--- config.mk ---
export PLATFORM = sky130hd
export DESIGN_NAME = regfile_scoreboard
export DESIGN_NICKNAME = d
export VERILOG_FILES = /design/src/rtl/regfile_scoreboard.sv
export SDC_FILE = /design/constraint.sdc
export NUM_CORES = 2
export LEC_CHECK = 0
export BUFFER_PORTS_ARGS = -buffer_cell sky130_fd_sc_hd__buf_2
export CORE_MARGIN = 2
export CORE_UTILIZATION = 60
export CTS_CLUSTER_DIAMETER = 120
export DETAILED_ROUTE_END_ITERATION = 10
export GPL_ROUTABILITY_DRIVEN = 0
export PLACE_DENSITY = 0.89
export SLEW_MARGIN = 10
export SYNTH_ARGS = -nofsm -noshare
export SYNTH_HDL_FRONTEND = slang
export SYNTH_SLANG_ARGS = --single-unit
--- constraint.sdc ---
create_clock -name clk -period 3.9 [get_ports clk]
set_clock_uncertainty 0.2 [all_clocks]
set_input_delay 0.39 -clock clk [delete_from_list [all_inputs] [get_ports clk]]
set_output_delay 0.39 -clock clk [all_outputs]
set_load 0.005 [all_outputs]
--- src/rtl/regfile_scoreboard.sv ---
// NREGS x XLEN register file: two combinational read ports, one write-back port, optional write-to-read bypass.
// A per-register pending scoreboard (set at issue, cleared at write-back) drives the RAW/WAW busy flags and a registered pend_cnt.
module regfile_scoreboard #(
   parameter int XLEN   = 32,
   parameter int NREGS  = 32,
   parameter bit BYPASS = 1'b1,
   localparam int AW    = $clog2(NREGS)
) (
   input  logic            clk,
   input  logic            rst,
   input  logic [AW-1:0]   rs1_addr,
   input  logic [AW-1:0]   rs2_addr,
   output logic [XLEN-1:0] rs1_data,
   output logic [XLEN-1:0] rs2_data,
   output logic            rs1_busy,
   output logic            rs2_busy,
   input  logic            we,
   input  logic [AW-1:0]   wa,
   input  logic [XLEN-1:0] wd,
   input  logic            iss_valid,
   input  logic [AW-1:0]   iss_rd,
   output logic            rd_busy,
   input  logic            flush,
   output logic [AW:0]     pend_cnt
);

   localparam logic [AW:0] CNT_ONE = 1;

   logic [XLEN-1:0]  regs [NREGS];
   logic [NREGS-1:0] pending;
   logic [NREGS-1:0] pend_nxt;
   logic [AW:0]      cnt_nxt;
   logic             wr_en;
   logic             set_en;
   logic             set_new;
   logic             clr_eff;

   assign wr_en  = we && (wa != '0);
   assign set_en = iss_valid && (iss_rd != '0);

   // Only transitions that actually flip a pending bit move the counter; set wins over a same-register clear.
   assign set_new = set_en && !pending[iss_rd];
   assign clr_eff = wr_en && pending[wa] && !(set_en && (iss_rd == wa));

   always_comb begin
      pend_nxt = pending;
      cnt_nxt  = pend_cnt;
      if (wr_en)
         pend_nxt[wa] = 1'b0;
      if (set_en)
         pend_nxt[iss_rd] = 1'b1;
      if (set_new && !clr_eff)
         cnt_nxt = pend_cnt + CNT_ONE;
      else if (clr_eff && !set_new)
         cnt_nxt = pend_cnt - CNT_ONE;
      if (flush) begin
         pend_nxt = '0;
         cnt_nxt  = '0;
      end
   end

   always_ff @(posedge clk or negedge rst) begin
      if (!rst) begin
         for (int i = 0; i < NREGS; i++)
            regs[i] <= '0;
         pending  <= '0;
         pend_cnt <= '0;
      end else begin
         if (wr_en)
            regs[wa] <= wd;
         pending  <= pend_nxt;
         pend_cnt <= cnt_nxt;
      end
   end

   // Outputs are forced quiet while reset is held, even if a bypassed write is presented.
   always_comb begin
      rs1_data = '0;
      rs2_data = '0;
      if (rst && (rs1_addr != '0))
         rs1_data = (BYPASS && wr_en && (wa == rs1_addr)) ? wd : regs[rs1_addr];
      if (rst && (rs2_addr != '0))
         rs2_data = (BYPASS && wr_en && (wa == rs2_addr)) ? wd : regs[rs2_addr];
   end

   assign rs1_busy = rst && pending[rs1_addr] && !(BYPASS && wr_en && (wa == rs1_addr));
   assign rs2_busy = rst && pending[rs2_addr] && !(BYPASS && wr_en && (wa == rs2_addr));
   assign rd_busy  = rst && pending[iss_rd];

endmodule

# [Yosys cells after proc, flatten, opt, wreduce, memory -nomap -nowiden]
# Index checks and enable logic that the tools add are counted.
[classes] eq_ne=3 add_sub_neg=2 reduce_logical=31 order_cmp=10 n_bitwise=6 n_mux=31
[ops] cell="1024-bit bitwise mux" count=1
[ops] cell="32-bit 2-to-1 mux" count=12
[ops] cell="32-bit binary-select mux with 5-bit select" count=2
[ops] cell="32-bit demux with 5-bit select" count=1
[ops] cell="32-bit AND" count=1
[ops] cell="32-bit inverter" count=1
[ops] cell="32-bit bitwise OR" count=1
[ops] cell="5-bit by 6-bit less-than comparator with 1-bit output, second input constant" count=4
[ops] cell="1-bit binary-select mux with 5-bit select" count=4
[ops] cell="1-bit logical AND" count=20
[ops] cell="5-bit nonzero test" count=4
[ops] cell="6-bit greater-or-equal comparator, second input constant" count=3
[ops] cell="6-bit 2-to-1 mux" count=3
[ops] cell="5-bit inverter with 6-bit output" count=3
[ops] cell="5-bit equality test" count=3
[ops] cell="1-bit demux with 5-bit select" count=2
[ops] cell="5-bit by 1-bit greater-or-equal comparator with 1-bit output, second input constant" count=2
[ops] cell="6-bit by 1-bit adder with 6-bit output, second input constant" count=1
[ops] cell="1-bit logical NOT" count=6
[ops] cell="6-bit by 1-bit less-than comparator with 1-bit output, second input constant" count=1
[ops] cell="1-bit 2-to-1 mux" count=6
[ops] cell="6-bit by 1-bit subtractor with 6-bit output, second input constant" count=1
[ops] cell="3-bit nonzero test" count=1
[totals] input_bits=57 regBits=1062 out_inout_bits=73 elab_cells=117

# [Logic depth before layout (Yosys ltp)]
[depth] ltp_word=10 ltp_mapped=15 ltp_nobuf=13

# [Worst setup path after synthesis]
# No wires, ideal clock.
[synth_timing] kind="input to register" from="in wa[0]" to="reg pend_cnt[5]" required_time_ns=3.572 setup_time_ns=0.128 slack_ns=0.431 path_buffers=1 arrival_ns=3.141 cell_stages=14 cell_sequence="buf_6 > mux4_1 > mux2i_1 > o22ai_1 > o21ai_1 > and2_1 > inv_1 > ha_1 > a21o_1 > a21oi_1 > o21bai_1 > a21oi_1 > mux2i_1 > mux2_1"
[synth_between] elab_chain_cells=8 word_cells_on_any_way=15 classes_between="eq/ne (1); mux (4); reduce/logical (10)"
[synth_lines] item="from (decl)" line_no="18" text="input logic [AW-1:0] wa,"
[synth_lines] item="1-bit binary-select mux with 5-bit select, or another cell as far along" line_no="43" text="assign clr_eff = wr_en && pending[wa] && !(set_en && (iss_rd == wa));"
[synth_lines] item="1-bit 2-to-1 mux (not written as such), or another cell as far along" line_no="43"
[synth_lines] item="1-bit logical AND / 1-bit logical NOT (equally long branches)" line_no="43"
[synth_lines] item="1-bit logical AND (*)" line_no="43"
[synth_lines] item="1-bit logical NOT" line_no="52" text="if (set_new && !clr_eff)"
[synth_lines] item="1-bit logical AND" line_no="52"
[synth_lines] item="6-bit 2-to-1 mux" line_no="52"
[synth_lines] item="6-bit 2-to-1 mux" line_no="56" text="if (flush) begin"
[synth_lines] item="to (signal assigned)" line_no="72" text="pend_cnt <= cnt_nxt;"
[synth_lines] item="to (decl)" line_no="24" text="output logic [AW:0] pend_cnt"
# Every way passes the cells marked *; elsewhere a longest branch is shown, timed or not. The select of a mux whose other input is x is not followed.
# A chain may end at the register's enable or synchronous reset.

# [Worst setup path in the final report]
[layout_timing] from="in rs1_addr[0]" to="out rs1_data[15]"
[layout_between] elab_chain_cells=6 word_cells_on_any_way=10 classes_between="eq/ne (1); mux (5); bitwise (1); reduce/logical (3)"
[layout_lines] item="from (decl)" line_no="11" text="input logic [AW-1:0] rs1_addr,"
[layout_lines] item="5-bit inverter with 6-bit output (not written as such)" line_no="81" text="rs1_data = (BYPASS && wr_en && (wa == rs1_addr)) ? wd : regs[rs1_addr];"
[layout_lines] item="32-bit binary-select mux with 5-bit select" line_no="81"
[layout_lines] item="32-bit 2-to-1 mux (not written as such) (2 in series)" line_no="81"
[layout_lines] item="32-bit 2-to-1 mux" line_no="81"
[layout_lines] item="32-bit 2-to-1 mux (*)" line_no="80" text="if (rst && (rs1_addr != '0))"
[layout_lines] item="to (decl)" line_no="13" text="output logic [XLEN-1:0] rs1_data,"
# Marks and branches as above.

==> results.md <==
* Status: finished, final reports clean
* Post-synth top area cell: dfrtp_1
* CP max stage cell: mux2i_1
* FMAX at 0.259 GHz
* Distinct cells, synth at 48
* Mapped Area at 57,600 um2
* NumNets Final at 3,628
* Detailed Routing Iterations Pass 1 at 7
* Clock Latency Late Sink at 690 ps
* Synth async-reset ratio at 1.00
* Startpoint Class: primary input
* Critical Path RT at 3310 ps
* Chip Height at 314 um
* Place WS at -54.7 ps
* R2R setup slack at 240 ps
* # DRC at 0
* FF-to-FF path depth at 13
* Worst Hold Path Cells at 2
* Initial detailed-routing violation count at 4,910
* Post-DP HPWL at 93.5 mm
* Antenna violations before repair at 8
* RSZ-0062 raised after global routing: false
* Via count at 37,200
* Clock sinks at 1,062
* Cell row count at 113
* Reg2reg end: pend_cnt[5]$_DFFE_PN0P_
* MaxCap Viol Count at 0
* Vias per inst at 7.55
* Die area at 98,500 um2
* Design Power at 32.2 mW
* Placeable Area at 95,000 um2
* TritonCTS Buffers at 104
* Routed WL per cell at 34.0 um
* End of the worst hold path: pend_cnt[3]$_DFFE_PN0P_
* Post-synth top area share at 0.461
* Final Cycle Share at 0.992
* Share of cells above drive strength 1 at 0.591
* I/O pins at 130
* Most frequent CP cell: mux4_2
* First-pass GRT wire length at 252 mm
* P_leak at 27.4 nW
* CP peak stage delay at 570 ps
* Tmin final at 3870 ps
* Worst-Margin Slew at 1070 ps
* Syn Area/Cell at 16.0 um2
* Port Buffers at 129
* Synth Flop Type: dfrtp_1
* Initial Util at 0.606
* Root buffer cell: clkbuf_16
* Worst VDD drop at 0.462 mV
* CP endpoint kind: primary output
* Fin cells at 4,920
* Worst r2r src: pending[1]$_DFF_PN0_
* Count leader, synth: dfrtp_1
* Deepest clock path buffer count at 3
* Final setup margin at 32.7 ps
* Number of nets with antenna violations after routing at 0
* H-tree depth at 3
* Worst-path fanout max at 29
* Min Hold Slack at 52.4 ps
* Hold Path Class: in2reg
* Largest net degree at the start of global routing at 170
* Post-synth top cells: dfrtp_1, mux2_2, mux4_2
* Final slew viol count at 0
* Final hold vios at 0
* Pwr dens at 503 nW/um2
* Placed Cells at 4,724
* Number of synthesized flops with an enable pin at 0
* Chip width at 314 um
* FF+latch count, synth at 1,062
* Setup violations, final at 0
* Total grt overflow at 0
* Slew margin rel. at 0.284
* CTS tree: built
* Post-synthesis sequential area ratio at 0.461
* Cells after Synth at 3,594
* Worst-path clk slew at 60 ps
* Crit-path cells: buf_8 > buf_12 > mux4_2 > mux4_2 > mux2i_1 > a211oi_1 > buf_2
* Critical hold path startpoint: flush
* Area grow syn2layout at 11.0%
* Synth warn at 0
* Total GRT Usage at 0.347
* Kind of critical path: in2out
* Synth area leaders: dfrtp_1, mux4_2, mux2_2
* WP data arrival at 3280 ps
* Syn nets at 3,656
* Final wirelength at 167 mm
* Vias in the first global route at 39,000
## per-layer routing
layer  part of all wire  track usage  up-vias
met2               0.45        0.508     2925
met4              0.056        0.169        8
met3               0.14        0.116      675
met1               0.36        0.473    19600
li1                   -            -    14000
met5            0.00028            0        -
## critical path, delay by kind of cell
family / cells / cell delay [ps]
AO/OA/AOI/OAI: 1 / 340
multiplexers: 3 / 1580
buffers and inverters: 3 / 870
## stage by stage
stage | TNS (ps) | util | area [um2]
global route | 0 | 0.673 | 63900
CTS | 0 | 0.673 | 63900
floorplan | 0 | - | 57600
detailed placement | -54.7 | 0.635 | 60400
global placement | 0 | 0.635 | 60400
finish | 0 | 0.673 | 64000
## registers in the layout, indices dropped and copies added, names as in the netlist
name / cells
pend_cnt: 6
regs: 1024
pending: 32
## cells by family after synthesis
| logic type | count (synthesis) | share of synthesized area |
|---|---|---|
| AOI/OAI and AO/OA | 129 | 0.0152 |
| xor gates and xnor gates | 20 | 0.00304 |
| adders and majority gates | 5 | 0.00122 |
| buffers and inverters | 431 | 0.0319 |
| DFF | 1062 | 0.461 |
| muxes | 1741 | 0.472 |
| and+or+nand+nor | 206 | 0.0157 |
## worst max path at each step
| stage | slack (ps) | end | start | cells after the start |
|---|---|---|---|---|
| finish | 30 | rs1_data[15] | rs1_addr[0] | 7 |
| global route | 80 | rs1_data[15] | rs1_addr[0] | 7 |
| CTS | 230 | rs1_data[15] | rs1_addr[0] | 7 |
| detailed placement | -50 | pend_cnt[5]$_DFFE_PN0P_ | iss_rd[0] | 14 |
| global placement | 10 | pend_cnt[5]$_DFFE_PN0P_ | iss_rd[0] | 14 |
| floorplan | 430 | pend_cnt[5]$_DFFE_PN0P_ | wa[0] | 14 |
## power breakdown
group / total [mW] / internal [mW] / switching, mW
registers: 14.7 / 13.1 / 1.63
clock network: 10.7 / 6.17 / 4.50
logic: 6.85 / 4.23 / 2.62
total: 32.2 / 23.5 / 8.74
## placed cells by master (no fill, tap or decap), types with 11 or more instances in the layout
cell type,instances
a21oi_1,22
xnor2_1,12
buf_2,118
a211oi_1,65
a22oi_1,13
buf_12,64
o21ai_0,16
dfrtp_1,1062
nor2_4,16
clkbuf_8,21
bufinv_16,11
mux4_2,668
nand2b_1,11
buf_4,101
clkbuf_16,107
nor2_1,98
nand2_1,30
clkbuf_1,23
mux2i_1,72
mux2_2,992
clkinv_2,22
## final cells by class
| class | instances | area, um2 |
|---|---|---|
| Timing Repair Buffer | 291 | 2740 |
| Antenna cell | 5 | 12.5 |
| Fill cell | 5897 | 31100 |
| Inverter | 6 | 22.5 |
| Tap cell | 1265 | 1580 |
| Multi-Input combinational cell | 2101 | 29400 |
| Clock buffer | 151 | 3050 |
| Sequential cell | 1062 | 26600 |
| Clock inverter | 39 | 526 |
## timing repair
item | CTS | global route
endpoints found under the setup margin | 0 | 0
buffers inserted | 0 | 0
gates resized for setup | 0 | 0
hold endpoints to repair | 325 | 0
hold buffers | 1 | 0
Power figures use the tool's default switching activity.
